File: src/rtl/byte_link_arbiter_pkg.sv
`default_nettype none
// ============================================================================
//  Module   : byte_link_arbiter_pkg
//  Brief    : Shared state encoding, parameter defaults and helpers for the
//             two-consumer byte link arbiter.
//  Revision : 1.0
// ============================================================================
package byte_link_arbiter_pkg;

    localparam int c_FRAME_LEN_DEF = 40;
    localparam int c_TIMEOUT_DEF   = 1024;

    localparam logic [2:0] c_ST_IDLE    = 3'd0;
    localparam logic [2:0] c_ST_REQ     = 3'd1;
    localparam logic [2:0] c_ST_HOLD    = 3'd2;
    localparam logic [2:0] c_ST_RELEASE = 3'd3;
    localparam logic [2:0] c_ST_COUNT   = 3'd4;

    typedef enum logic [2:0] {
        ST_IDLE    = c_ST_IDLE,
        ST_REQ     = c_ST_REQ,
        ST_HOLD    = c_ST_HOLD,
        ST_RELEASE = c_ST_RELEASE,
        ST_COUNT   = c_ST_COUNT
    } state_t;

    function automatic logic [1:0] onehot2(input logic sel);
        return sel ? 2'b10 : 2'b01;
    endfunction

endpackage
`default_nettype wire

File: src/rtl/byte_link_arbiter_rr_arb2.sv
`default_nettype none
// ============================================================================
//  Module   : rr_arb2
//  Brief    : Combinational 2-way round-robin pick; i_last names the consumer
//             served most recently, which loses a simultaneous request.
//  Revision : 1.0
// ============================================================================
module rr_arb2
    import byte_link_arbiter_pkg::*;
(
    input  logic [1:0] i_req,
    input  logic       i_last,
    output logic [1:0] o_gnt
);

    always_comb begin
        o_gnt = 2'b00;
        case (i_req)
            2'b01:   o_gnt = 2'b01;
            2'b10:   o_gnt = 2'b10;
            2'b11:   o_gnt = onehot2(~i_last);
            default: o_gnt = 2'b00;
        endcase
    end

endmodule
`default_nettype wire

File: src/rtl/byte_link_arbiter.sv
`default_nettype none
// ============================================================================
//  Module   : byte_link_arbiter
//  Brief    : Grants a frame of FRAME_LEN bytes from one upstream source to one
//             of two consumers using four-phase handshakes on both sides.
//  Revision : 1.0
// ============================================================================
module byte_link_arbiter
    import byte_link_arbiter_pkg::*;
#(
    parameter int FRAME_LEN = c_FRAME_LEN_DEF,
    parameter int TIMEOUT   = c_TIMEOUT_DEF
) (
    input  logic       clk,
    input  logic       rst,
    input  logic [1:0] c_req,
    input  logic [1:0] c_ack,
    output logic [1:0] c_ready,
    output logic [7:0] c_byte,
    output logic [1:0] grant,
    output logic       up_req,
    input  logic       up_ready,
    input  logic [7:0] up_byte,
    output logic       up_ack,
    output logic [5:0] byte_idx,
    output logic       frame_done,
    output logic       err,
    input  logic       err_clr
);

    localparam logic [5:0]  c_LAST_IDX = 6'(FRAME_LEN - 1);
    localparam logic [15:0] c_TMO_LAST = 16'(TIMEOUT - 1);

    state_t      r_state;
    state_t      w_state_nxt;
    logic [1:0]  r_grant;
    logic [1:0]  w_grant_nxt;
    logic [5:0]  r_idx;
    logic [5:0]  w_idx_nxt;
    logic [15:0] r_tmo;
    logic [15:0] w_tmo_nxt;
    logic [7:0]  r_byte;
    logic [7:0]  w_byte_nxt;
    logic        r_last;
    logic        w_last_nxt;
    logic        r_err;
    logic        w_tmo_hit;
    logic [1:0]  w_pick;
    logic        w_req_g;
    logic        w_ack_g;

    rr_arb2 u_rr_arb2 (
        .i_req  (c_req),
        .i_last (r_last),
        .o_gnt  (w_pick)
    );

    // Only the granted consumer's request and acknowledge are ever observed.
    assign w_req_g = |(c_req & r_grant);
    assign w_ack_g = |(c_ack & r_grant);

    always_ff @(posedge clk) begin
        if (!rst) begin
            r_state <= ST_IDLE;
            r_grant <= 2'b00;
            r_idx   <= 6'd0;
            r_tmo   <= 16'd0;
            r_byte  <= 8'h00;
            r_last  <= 1'b1;
            r_err   <= 1'b0;
        end else begin
            r_state <= w_state_nxt;
            r_grant <= w_grant_nxt;
            r_idx   <= w_idx_nxt;
            r_tmo   <= w_tmo_nxt;
            r_byte  <= w_byte_nxt;
            r_last  <= w_last_nxt;
            r_err   <= w_tmo_hit | (r_err & ~err_clr);
        end
    end

    always_comb begin
        w_state_nxt = r_state;
        w_grant_nxt = r_grant;
        w_idx_nxt   = r_idx;
        w_tmo_nxt   = r_tmo;
        w_byte_nxt  = r_byte;
        w_last_nxt  = r_last;
        w_tmo_hit   = 1'b0;

        case (r_state)
            ST_IDLE: begin
                w_idx_nxt = 6'd0;
                w_tmo_nxt = 16'd0;
                if (|c_req) begin
                    w_grant_nxt = w_pick;
                    w_state_nxt = ST_REQ;
                end
            end

            ST_REQ: begin
                // A byte arriving wins over a simultaneous request drop.
                if (up_ready) begin
                    w_byte_nxt  = up_byte;
                    w_state_nxt = ST_HOLD;
                end else if (!w_req_g || (r_tmo == c_TMO_LAST)) begin
                    w_tmo_hit   = w_req_g;
                    w_state_nxt = ST_IDLE;
                    w_grant_nxt = 2'b00;
                    w_idx_nxt   = 6'd0;
                    w_tmo_nxt   = 16'd0;
                end else begin
                    w_tmo_nxt = r_tmo + 16'd1;
                end
            end

            ST_HOLD: begin
                if (w_ack_g) begin
                    w_state_nxt = ST_RELEASE;
                end
            end

            ST_RELEASE: begin
                if (!up_ready && !w_ack_g) begin
                    w_state_nxt = ST_COUNT;
                end
            end

            ST_COUNT: begin
                w_tmo_nxt = 16'd0;
                if (r_idx == c_LAST_IDX) begin
                    w_last_nxt  = r_grant[1];
                    w_grant_nxt = 2'b00;
                    w_idx_nxt   = 6'd0;
                    w_state_nxt = ST_IDLE;
                end else begin
                    w_idx_nxt   = r_idx + 6'd1;
                    w_state_nxt = ST_REQ;
                end
            end

            default: begin
                w_state_nxt = ST_IDLE;
                w_grant_nxt = 2'b00;
                w_idx_nxt   = 6'd0;
                w_tmo_nxt   = 16'd0;
            end
        endcase
    end

    assign grant      = r_grant;
    assign c_byte     = r_byte;
    assign byte_idx   = r_idx;
    assign err        = r_err;
    assign c_ready    = (r_state == ST_HOLD) ? r_grant : 2'b00;
    assign up_req     = (r_state == ST_REQ) || (r_state == ST_HOLD);
    assign up_ack     = (r_state == ST_RELEASE);
    assign frame_done = (r_state == ST_COUNT) && (r_idx == c_LAST_IDX);

endmodule
`default_nettype wire

File: config.mk
export PLATFORM = sky130hd
export DESIGN_NAME = byte_link_arbiter
export DESIGN_NICKNAME = d
export VERILOG_FILES = /design/src/rtl/byte_link_arbiter_pkg.sv /design/src/rtl/byte_link_arbiter_rr_arb2.sv /design/src/rtl/byte_link_arbiter.sv
export SDC_FILE = /design/constraint.sdc
export NUM_CORES = 1
export LEC_CHECK = 0
export CORE_UTILIZATION = 40
export CTS_BUF_LIST = sky130_fd_sc_hd__clkbuf_4
export DETAILED_ROUTE_END_ITERATION = 6
export PLACE_DENSITY = 0.67
export SETUP_SLACK_MARGIN = 0.5
export SYNTH_ARGS = -nofsm -noshare
export SYNTH_HDL_FRONTEND = slang
export SYNTH_SLANG_ARGS = --single-unit
export TNS_END_PERCENT = 100
File: constraint.sdc
create_clock -name clk -period 4.7 [get_ports clk]
set_clock_uncertainty 0.1 [all_clocks]
set_input_delay 0.94 -clock clk [delete_from_list [all_inputs] [get_ports clk]]
set_output_delay 0.94 -clock clk [all_outputs]
set_load 0.05 [all_outputs]
After elaboration in Yosys (flattened, before gate mapping):

Index checks and enable logic that the tools add are counted.

* register bits after elaboration: 37
* input bits: 16
* output and inout port bits: 22
* word-level logic and storage cells: 74

* $add $sub $neg: 2
* eq/ne operators: 16
* multiplexer cells: 25
* bitwise operators: 6
* reductions and logical operators: 18

Operator list (count)
* two-way mux 16 bit: 2
* one-hot mux 16 bit (2 select lines): 1
* two-way mux 6 bit: 3
* one-hot mux 6 bit (3 select lines): 1
* adder 16 x 1 -> 16 bit, second input constant: 1
* equality test 16 x 10 -> 1 bit, second input constant: 1
* two-way mux 3 bit: 5
* one-hot mux 3 bit (5 select lines): 1
* two-way mux 2 bit: 6
* inequality test 2 bit, second input constant: 5
* one-hot mux 2 bit (4 select lines): 1
* OR reduction 2 bit: 4
* adder 6 x 1 -> 6 bit, second input constant: 1
* equality test 3 x 2 -> 1 bit, second input constant: 2
* equality test 6 bit, second input constant: 1
* one-hot mux 2 bit (3 select lines): 1
* AND reduction 2 bit: 3
* AND reduction 5 bit: 1
* bitwise AND 2 bit: 2
* equality test 2 bit, second input constant: 2
* two-way mux 1 bit: 4
* AND reduction 4 bit: 1
* equality test 3 x 1 -> 1 bit, second input constant: 1
* equality test 3 bit, second input constant: 1
* other kinds (11): 16

Logic depth before layout (Yosys ltp):

* depth after elaboration: 8
* mapped depth: 6
* gate-level depth less buffers: 6

By module:

From an unflattened synthesis, not the netlist that was laid out.

* cell total of the unflattened synthesis: 204
* area total of the unflattened synthesis: 1751.7 µm²

By module, submodules not included
* byte_link_arbiter: times used 1, cells each 201, area each 1732.9 µm², sequential area each 740.7 µm²
* rr_arb2: times used 1, cells each 3, area each 18.8 µm², sequential area each 0.0 µm²

Worst setup path after synthesis:

Ideal clock, no wire load.

* path type: reg-to-output
* from: reg r_idx[5], in the netlist byte_idx[5]
* to: out frame_done
* arrival: 2.139 ns
* data required time: 3.660 ns
* path slack: 1.521 ns
* stages on the path, launching flop included: 4
* buffers on the path: 0
* cell sequence: dfxtp_1 or3b_2 or2_2 nor2_1

* word-level cells in the longest chain between the ends: 2

RTL lines
* start, declared: RTL line byte_link_arbiter.sv:38 `logic [5:0] r_idx;`
* start signal, assigned: RTL line byte_link_arbiter.sv:74 `r_idx <= w_idx_nxt;`
* equality test 6 bit: RTL line byte_link_arbiter.sv:158 `assign frame_done = (r_state == ST_COUNT) && (r_idx == c_LAST_IDX);`
* logical AND 1 bit: RTL line byte_link_arbiter.sv:158
* end, declared: RTL line byte_link_arbiter.sv:26 `output logic frame_done,`

No other way between the ends.

Worst setup path after layout:

Ends and elaborated chain as after synthesis.

==> flow_metrics.py <==
metrics = {
    "sta": {
        "hold_violations": 0,
        "setup_viol": 0,
        "drv_slew": 0,
        "tns_ps": 0,
        "max_freq_ghz": 0.281,
        "fin_crit_sh_pct": 75.7,
        "maxSlewHeadroom_pct": 45.7,
        "rsz0062_at_grt": "false",
        "finalCriticalPeriod_ps": 3560,
        "worstMarginPinSlew_ps": 810,
    },
    "clock_network": {
        "cts_hold_buf": 0,
        "root_buffer": "clkbuf_4",
        "cts_resized": 0,
        "clk_pin_slew_ps": 120,
        "clk_latency_ps": 350,
        "post_cts_buffers": 0,
        "cts_buffers": 5,
        "ctsLongestPathBuffers": 2,
        "htree_levels": 2,
        "cts.sinks": 37,
        "cts_tree": "built",
    },
    "setup_path": {
        "r2r-end": "byte_idx[5]$_SDFFE_PN0P_",
        "r2r_setup_slack_ps": 2320,
        "ff2ff_path_depth": 6,
        "required_ps": 3660,
        "cp_slowest_cell": "clkdlybuf4s50_1",
        "critical-path-top-delay-family": "simple AND/OR/NAND/NOR gates",
        "r2r_start": "r_tmo[0]$_SDFFE_PN0N_",
        "end_kind": "output pin",
        "path_class": "reg -> out",
        "cp-start-kind": "register",
        "endpoint": "frame_done",
        "crit_path_max_incr_delay_ps": 830,
        "path_cells": "or3b_2 -> or2_2 -> nor2_1 -> clkdlybuf4s50_1",
        "cp.depth": 4,
        "critPathArrivalTime_ps": 2520,
        "startpoint": "byte_idx[5]$_SDFFE_PN0P_",
        "path_buf_inv": 1,
        "cp_max_fo": 4,
    },
    "logic_synthesis": {
        "synth.avg_cell_area_sq_um": 8.22,
        "yosysMostFrequentCell": "dfxtp_1",
        "synth_edf_count": 0,
        "syn_nets": 250,
        "ys_types": 52,
        "synthDominantCellAreaShare_pct": 38.8,
        "synthesis.area_sq_um": 1910,
        "yosys_warnings": 0,
        "async_reset_ff_share_pct": 0,
        "synth_area_leaders": "dfxtp_1 (39%), nor2_1 (6.3%), mux2i_1 (4.7%), nand2_1 (4.5%), o21ai_0 (3.7%)",
        "synth_ff_type": "dfxtp_1",
        "synth_seq_cells": 37,
        "synth_area_leader_cell": "dfxtp_1",
        "synth_seq_area_share_pct": 38.8,
        "synthCells": 232,
        "synthTopCellsByCount": "dfxtp_1 (37), nor2_1 (32), nand2_1 (23)",
    },
    "pwr": {
        "power_density_nw_per_um2": 286,
        "p_int_mw": 0.482,
        "netSwitchingPower_mw": 0.199,
        "ir_drop_uv": 147,
        "swShare_pct": 29.2,
        "leakagePower_nw": 0.787,
        "p_comb_share_pct": 18.2,
        "seqPwrFrac_pct": 49.0,
        "clockPowerShare_pct": 32.9,
    },
    "finish": {
        "multi_input_area_sq_um": 1090,
        "syn_to_final_growth_pct": 24.9,
        "n_fill_cell": 443,
        "stdcell_area_sq_um": 2380,
        "seq_area_sq_um": 741,
        "fin_nets": 286,
        "antenna_cells": 0,
        "layout-drive-gt1-share_pct": 8.18,
    },
    "drt": {
        "ant_nets": 0,
        "initialDrtViolationCount": 218,
        "routedWlPerCell_um": 13.7,
        "via_count": 1851,
        "avgViaCountPerCell": 5.77,
        "drt_pre_antenna_iters": 7,
        "drt_wl_total_um": 4400,
        "drc": 4,
    },
    "grt": {
        "met3_usage_pct": 3.99,
        "grt.met2_usage_pct": 28.7,
        "busiest_layer": "met2",
        "grt_first_pass_wirelength_um": 7650,
        "grt_pass1_vias": 1631,
        "grt_use_total_pct": 19.1,
        "grt_max_degree": 25,
        "antenna_found_initial": 0,
        "grt.overflow.total": 0,
        "met1_usage_pct": 27.0,
    },
    "status": {
        "status": "finished, violations left",
        "violations": "DRC",
    },
    "placed_design": {
        "globalplace.congestion": 0.767,
        "dpl-instance-area_sq_um": 2300,
        "dpl.hpwl_um": 3070,
        "port_buffers": 37,
    },
    "floorplanning": {
        "dieArea_sq_um": 5050,
        "die_y_um": 71.0,
        "rows": 24,
        "core_area_sq_um": 4470,
        "die_width_um": 71.0,
        "start_util_pct": 42.6,
        "ios": 38,
    },
    "worst_hold_path": {
        "holdCritPathClass": "reg -> reg",
    },
    "job": {
        "drv_cap": 0,
    },
}
flip-flops by register name, summed over array words and instances (netlist names):
name,count
r_tmo,16
c_byte,8
byte_idx,6
r_state,3
grant,2
err,1
r_last,1
layer usage:
layer	vias to the layer above	part of all wire, %
li1	925	-
met1	869	50
met2	50	43
met3	7	5.1
met4	0	1.4
met5	-	0
logic make-up after synthesis:
kind of cell | Yosys count | share of synthesized area (%)
AND/OR/NAND/NOR | 109 | 30.4
AO/OA/AOI/OAI | 56 | 18.7
flip-flops | 37 | 38.8
buffers and inverters | 15 | 4.13
multiplexers | 9 | 4.72
XOR/XNOR | 4 | 1.84
adder cells (fa/ha/maj) | 2 | 1.31
layout make-up:
| type | count | share of cell area (%) |
|---|---|---|
| tap | 52 | 2.73 |
| inverter | 5 | 0.788 |
| clock inverter | 3 | 1.94 |
| multi-input combinational | 180 | 45.7 |
| sequential | 37 | 31.1 |
| timing repair buffer | 39 | 16.2 |
| clock buffer | 5 | 1.58 |
stage by stage:
step                      instances  total power [mW]  worst slack, ps  hold WS, ps  utilization (%)
after detailed placement        313             0.464             1540          385             51.3
after global routing            321             0.715             1080          441             53.2
after global placement          313             0.464             1570          370             51.3
after CTS                       321             0.689             1130          417             53.2
final                           321             0.681             1140          409             53.2
after floorplan                 232             0.421             1520          358                -
power groups by stage:
| stage | logic [mW] | registers, mW | clock network (mW) |
|---|---|---|---|
| floorplan | 0.0670 | 0.354 | 0 |
| global placement | 0.124 | 0.340 | 0 |
| detailed placement | 0.124 | 0.340 | 0 |
| CTS | 0.125 | 0.333 | 0.231 |
| global route | 0.134 | 0.335 | 0.246 |
| finish | 0.124 | 0.333 | 0.224 |
worst min-delay path by stage:
stage	startpoint	endpoint	slack (ps)	cells after the start
5_1_grt	byte_idx[4]$_SDFFE_PN0P_	byte_idx[4]$_SDFFE_PN0P_	440	1
6_report	c_byte[1]$_SDFFE_PN0P_	c_byte[1]$_SDFFE_PN0P_	410	2
4_1_cts	r_tmo[3]$_SDFFE_PN0N_	r_tmo[3]$_SDFFE_PN0N_	420	2
2_1_floorplan	r_last$_SDFFE_PN1P_	r_last$_SDFFE_PN1P_	360	2
3_3_place_gp	byte_idx[5]$_SDFFE_PN0P_	byte_idx[5]$_SDFFE_PN0P_	370	1
3_5_place_dp	c_byte[2]$_SDFFE_PN0P_	c_byte[2]$_SDFFE_PN0P_	390	2
placed cells by master, fill, tap and decap left out, drive strengths merged, types with 3 or more instances in the layout:
master,instances
clkdlybuf4s50,37
clkbuf,5
a21oi,13
nor4,4
dfxtp,37
o311ai,3
inv,5
nand4b,3
nand2,23
nor2,34
o31ai,4
a31oi,4
and3,4
nor3,7
o21ai,16
nand3,11
mux2i,9
or2,4
nand4,5
xnor2,3
a22oi,4
worst min-delay path, delay by kind of cell, from the launching register on:
family / cells / cell delay, ps
flops: 1 / 340
simple gates: 1 / 80
mux: 1 / 60
Note: power is estimated with default switching activity, not from simulation.
==> edit 1: new RTL, same flow settings <==
Make the reset (`rst`) asynchronous in one clocked block.
--- a/src/rtl/byte_link_arbiter.sv
+++ b/src/rtl/byte_link_arbiter.sv
@@ -59,7 +59,7 @@
     assign w_req_g = |(c_req & r_grant);
     assign w_ack_g = |(c_ack & r_grant);
 
-    always_ff @(posedge clk) begin
+    always_ff @(posedge clk or negedge rst) begin
         if (!rst) begin
             r_state <= ST_IDLE;
             r_grant <= 2'b00;
Behaviour: differs if rst is asserted again (counterexample within 4 cycles, from zero or initial values and one cycle with rst low); with rst held inactive, the same outputs for 10 cycles.
==> edit 1 against the original RTL <==
Setup slack gained 0.33 ns. Cell count shrank 11%. Utilization shrank 0.62 points. Critical endpoint unchanged. Sequential cell count is the same. Area after synthesis shrank 0.20%. Wire length shrank 8.6%. Final area shrank 1.2%.
Power is not compared: it rests on default switching activity, and its combinational part moved more than twofold at a synthesized area within 25%.
==> edit 1: results (changes against the original RTL) <==
** Timing
- Setup slack after layout :: 1.471 ns (+0.3309 ns)
- The final hold slack is 0.4166 ns (+0.007569 ns).
- Remaining max-slew budget at the tightest pin :: 45.90% (+0.16 points)

** Final layout
- Share of final-layout standard cells stronger than drive strength 1 :: 11.11% (+2.9 points)
- Final layout net count :: 252 (-12%)
- The final-layout fill cell count came to 389 (-12%).

** Critical path
- The most critical setup path has its startpoint at r_state[1]$_DFFE_PN0P_.
- RR Startpoint :: r_state[1]$_DFFE_PN0P_
- Data arrival time of the critical path :: 2.19 ns (-0.33 ns)
- In this run the critical register-to-register path is captured at r_tmo[14]$_DFFE_PN0N_.
- The maximum fanout count along the critical path came to 11 (+7).

** Global route
- Pin count of the biggest net entering global routing :: 38 (+52%)
- Via count of the first global-routing pass :: 1523 (-6.6%)
- The global-route total usage across every layer is 18.51% (-0.64 points).
- Fraction of met2 tracks used by global routing :: 27.14% (-1.6 points)

** Placement
- Cell area after placement :: 2305 µm² (+0.33%)
- The global placer's final weighted congestion was 0.8024 (+4.7%).

** Drt
- Routed wl met3 :: 183 µm (-19%)
- Met1 WL :: 2.061 mm (-6.4%)
- Wire length reported by the detailed router :: 4.025 mm (-8.6%)

** Hold path
- Launch instance of the worst min-delay path :: c_byte[4]$_DFFE_PN0P_

** Yosys
- Distinct cell type count after synthesis :: 42 (-19%)
- Ys async rst share :: 100.0% (+100 points)
- The synthesized net count was 214 (-14%).
- The instance count of the mapped netlist came to 196 (-16%).
- Yosys attributes the largest share of cell area to dfrtp_1 (47%), mux2_2 (5.9%), nand2_1 (4.3%).

** Clocking
- Clock transition at the registers of the reported paths :: 0.10 ns (-0.02 ns)

** Outcome
- The flow ran to the end, and the final reports show no timing, DRC or antenna violations.
==> edit 1: final cells by class <==
class                   instances  area, µm²  area share, %
clock buffers                   6      45.04          1.914
flip-flops and latches         37      927.1          39.39
repair buffers                 37      365.4          15.52
inverters                       6      22.52         0.9569
multi-input cells             147      924.6          39.29
clock inverters                 1      3.754         0.1595
well taps                      52      65.06          2.764
==> edit 1: logic make-up (layout without fill, tap and decap cells) <==
| group | after synthesis | after routing | synth area share [%] |
|---|---|---|---|
| AO/OA/AOI/OAI | 43 | 43 | 15.12 |
| adder cells (fa/ha/maj) | 2 | 2 | 1.315 |
| AND/OR/NAND/NOR | 88 | 88 | 24.39 |
| multiplexers | 10 | 10 | 5.917 |
| flip-flops | 37 | 37 | 48.72 |
| buffers and inverters | 12 | 50 | 2.696 |
| XOR/XNOR | 4 | 4 | 1.841 |
==> edit 1: power breakdown <==
part | internal [mW] | switching [mW]
Clock | 0.0602 | 0.100
Combinational | 0.239 | 0.427
Sequential | 0.384 | 0.0728
Total | 0.684 | 0.600
==> edit 1: critical path, delay by kind of cell (launching register included) <==
kind | cells | cell delay, ns
flip-flops | 1 | 0.52
buffers and inverters | 1 | 0.83
AND/OR/NAND/NOR | 3 | 0.50
==> edit 1: worst min-delay path by stage <==
| stage | end | depth (start not counted) |
|---|---|---|
| final | c_byte[4]$_DFFE_PN0P_ | 1 |
| after detailed placement | c_byte[4]$_DFFE_PN0P_ | 1 |
| after global placement | c_byte[4]$_DFFE_PN0P_ | 1 |
| after CTS | c_byte[4]$_DFFE_PN0P_ | 1 |
| after floorplan | r_tmo[7]$_DFFE_PN0N_ | 1 |
| after global routing | c_byte[2]$_DFFE_PN0P_ | 1 |
==> edit 2: new RTL, same settings <==
Made on the original files. The package constant `c_FRAME_LEN_DEF` goes from 40 to 30.
--- a/src/rtl/byte_link_arbiter_pkg.sv
+++ b/src/rtl/byte_link_arbiter_pkg.sv
@@ -7,7 +7,7 @@
 // ============================================================================
 package byte_link_arbiter_pkg;
 
-    localparam int c_FRAME_LEN_DEF = 40;
+    localparam int c_FRAME_LEN_DEF = 30;
     localparam int c_TIMEOUT_DEF   = 1024;
 
     localparam logic [2:0] c_ST_IDLE    = 3'd0;
Formal check against the unedited RTL: same outputs for any inputs over 10 cycles, from zero or initial values and one cycle with rst low; that may be too few to reach the edited logic, so the function may still have changed.
==> edit 2 against the original RTL <==
Area after synthesis is 13% higher. Wire length is 20% higher. Critical path type unchanged. Power is 1.6% lower. Largest cell class unchanged. Count of clock-buffer cells in the layout stayed put. Sequential cell count stayed put. Final area is 8.5% higher. Sequential share of layout area is 2.4 points lower. Setup slack better by 0.020 ns. Largest power group unchanged.
==> edit 2: results (changes against the original RTL) <==
** Outcome
- The flow ran to the end, and the final reports show no timing, DRC or antenna violations.

** Hold path
- The worst hold path begins at err$_SDFF_PN0_.

** Global route
- Met3 usage :: 4.552% (+0.56 points)
- The global-route wire length before repair came to 8.735 mm (+14%).
- The met2 capacity usage during global routing was 32.03% (+3.3 points).
- The global-route total usage across every layer is 20.23% (+1.1 points).
- Pin count of the biggest net entering global routing :: 27 (+8.0%)
- Via count of the first global-routing pass :: 1820 (+12%)

** Timing
- The final hold slack was 0.3762 ns (-0.03282 ns).
- Time the worst path needs with I/O delays and setup :: 3.540 ns (-0.01957 ns)
- Remaining max-slew budget at the tightest pin :: 52.94% (+7.2 points)

** Placement
- Setup Slack @ Placement :: 1.538 ns (-0.0001500 ns)
- The placed cell area came to 2532 µm² (+10%).
- The global placer's final weighted congestion is 0.7700 (+0.43%).

** Final layout
- Share of final-layout standard cells stronger than drive strength 1 :: 7.447% (-0.73 points)
- Post-Layout Cell Count :: 352 (+9.7%)
- Filler cell count :: 535 (+21%)
- The net total in the final layout is 300 (+4.9%).

** Yosys
- Post-synthesis net count :: 271 (+8.4%)
- The instance count of the mapped netlist was 252 (+8.6%).
- Adder and majority gate portion of the synthesized area :: 1.749% (+0.44 points)
- The commonest cells after synthesis are dfxtp_1 (37), nand2_1 (23), nor2_1 (16).
- Proportion of synthesized chip area in sequential cells :: 34.52% (-4.3 points)

** Pwr
- The maximum vdd drop was 0.1757 mV (+19%).

** Critical path
- Endpoint of the worst-slack reg-to-reg timing path :: grant[0]$_SDFFE_PN0P_
- The arrival time at the worst endpoint was 2.50 ns (-0.02 ns).
- R2r worst-path depth :: 5 (-1)
- The most critical setup path has its startpoint at r_state[2]$_SDFFE_PN0P_.
- On the critical path the largest part of the delay comes from buffers and inverters.
- The maximum single-stage delay on the critical path came to 0.86 ns (+0.03 ns).

** Drt
- Wire length per cell after detailed routing :: 14.97 µm (+9.1%)
- Met1 WL :: 2.510 mm (+14%)
- Routed length on met2 :: 2.478 mm (+29%)
- DRC violation count after routing :: 0 (-4)
- The detailed-routed wire length on met3 is 225 µm (-0.44%).
- Violation count after the first detailed-route iteration :: 109 (-50%)

** Die
- Chip Width :: 75.24 µm (+5.9%)
==> edit 2: report_power, final <==
| group | switching (mW) | internal, mW | total [mW] |
|---|---|---|---|
| Sequential | 0.0193 | 0.324 | 0.343 |
| Clock | 0.110 | 0.0542 | 0.164 |
| Combinational | 0.0979 | 0.0645 | 0.162 |
==> edit 2: layout make-up <==
| cell class | count | area, µm² | area share [%] |
|---|---|---|---|
| Clock buffer | 5 | 37.54 | 1.453 |
| Timing Repair Buffer | 40 | 392.9 | 15.21 |
| Sequential cell | 37 | 740.7 | 28.68 |
| Clock inverter | 3 | 12.51 | 0.4845 |
| Inverter | 6 | 22.52 | 0.8721 |
| Tap cell | 70 | 87.58 | 3.391 |
| Multi-Input combinational cell | 191 | 1289 | 49.90 |
==> edit 2: cells by family (layout without fill, tap and decap cells) <==
group / Yosys count / in the layout
adders and majority gates: 3 / 3
buffers and inverters: 24 / 54
DFF: 37 / 37
AOI/OAI and AO/OA: 65 / 65
and+or+nand+nor: 113 / 113
muxes: 10 / 10
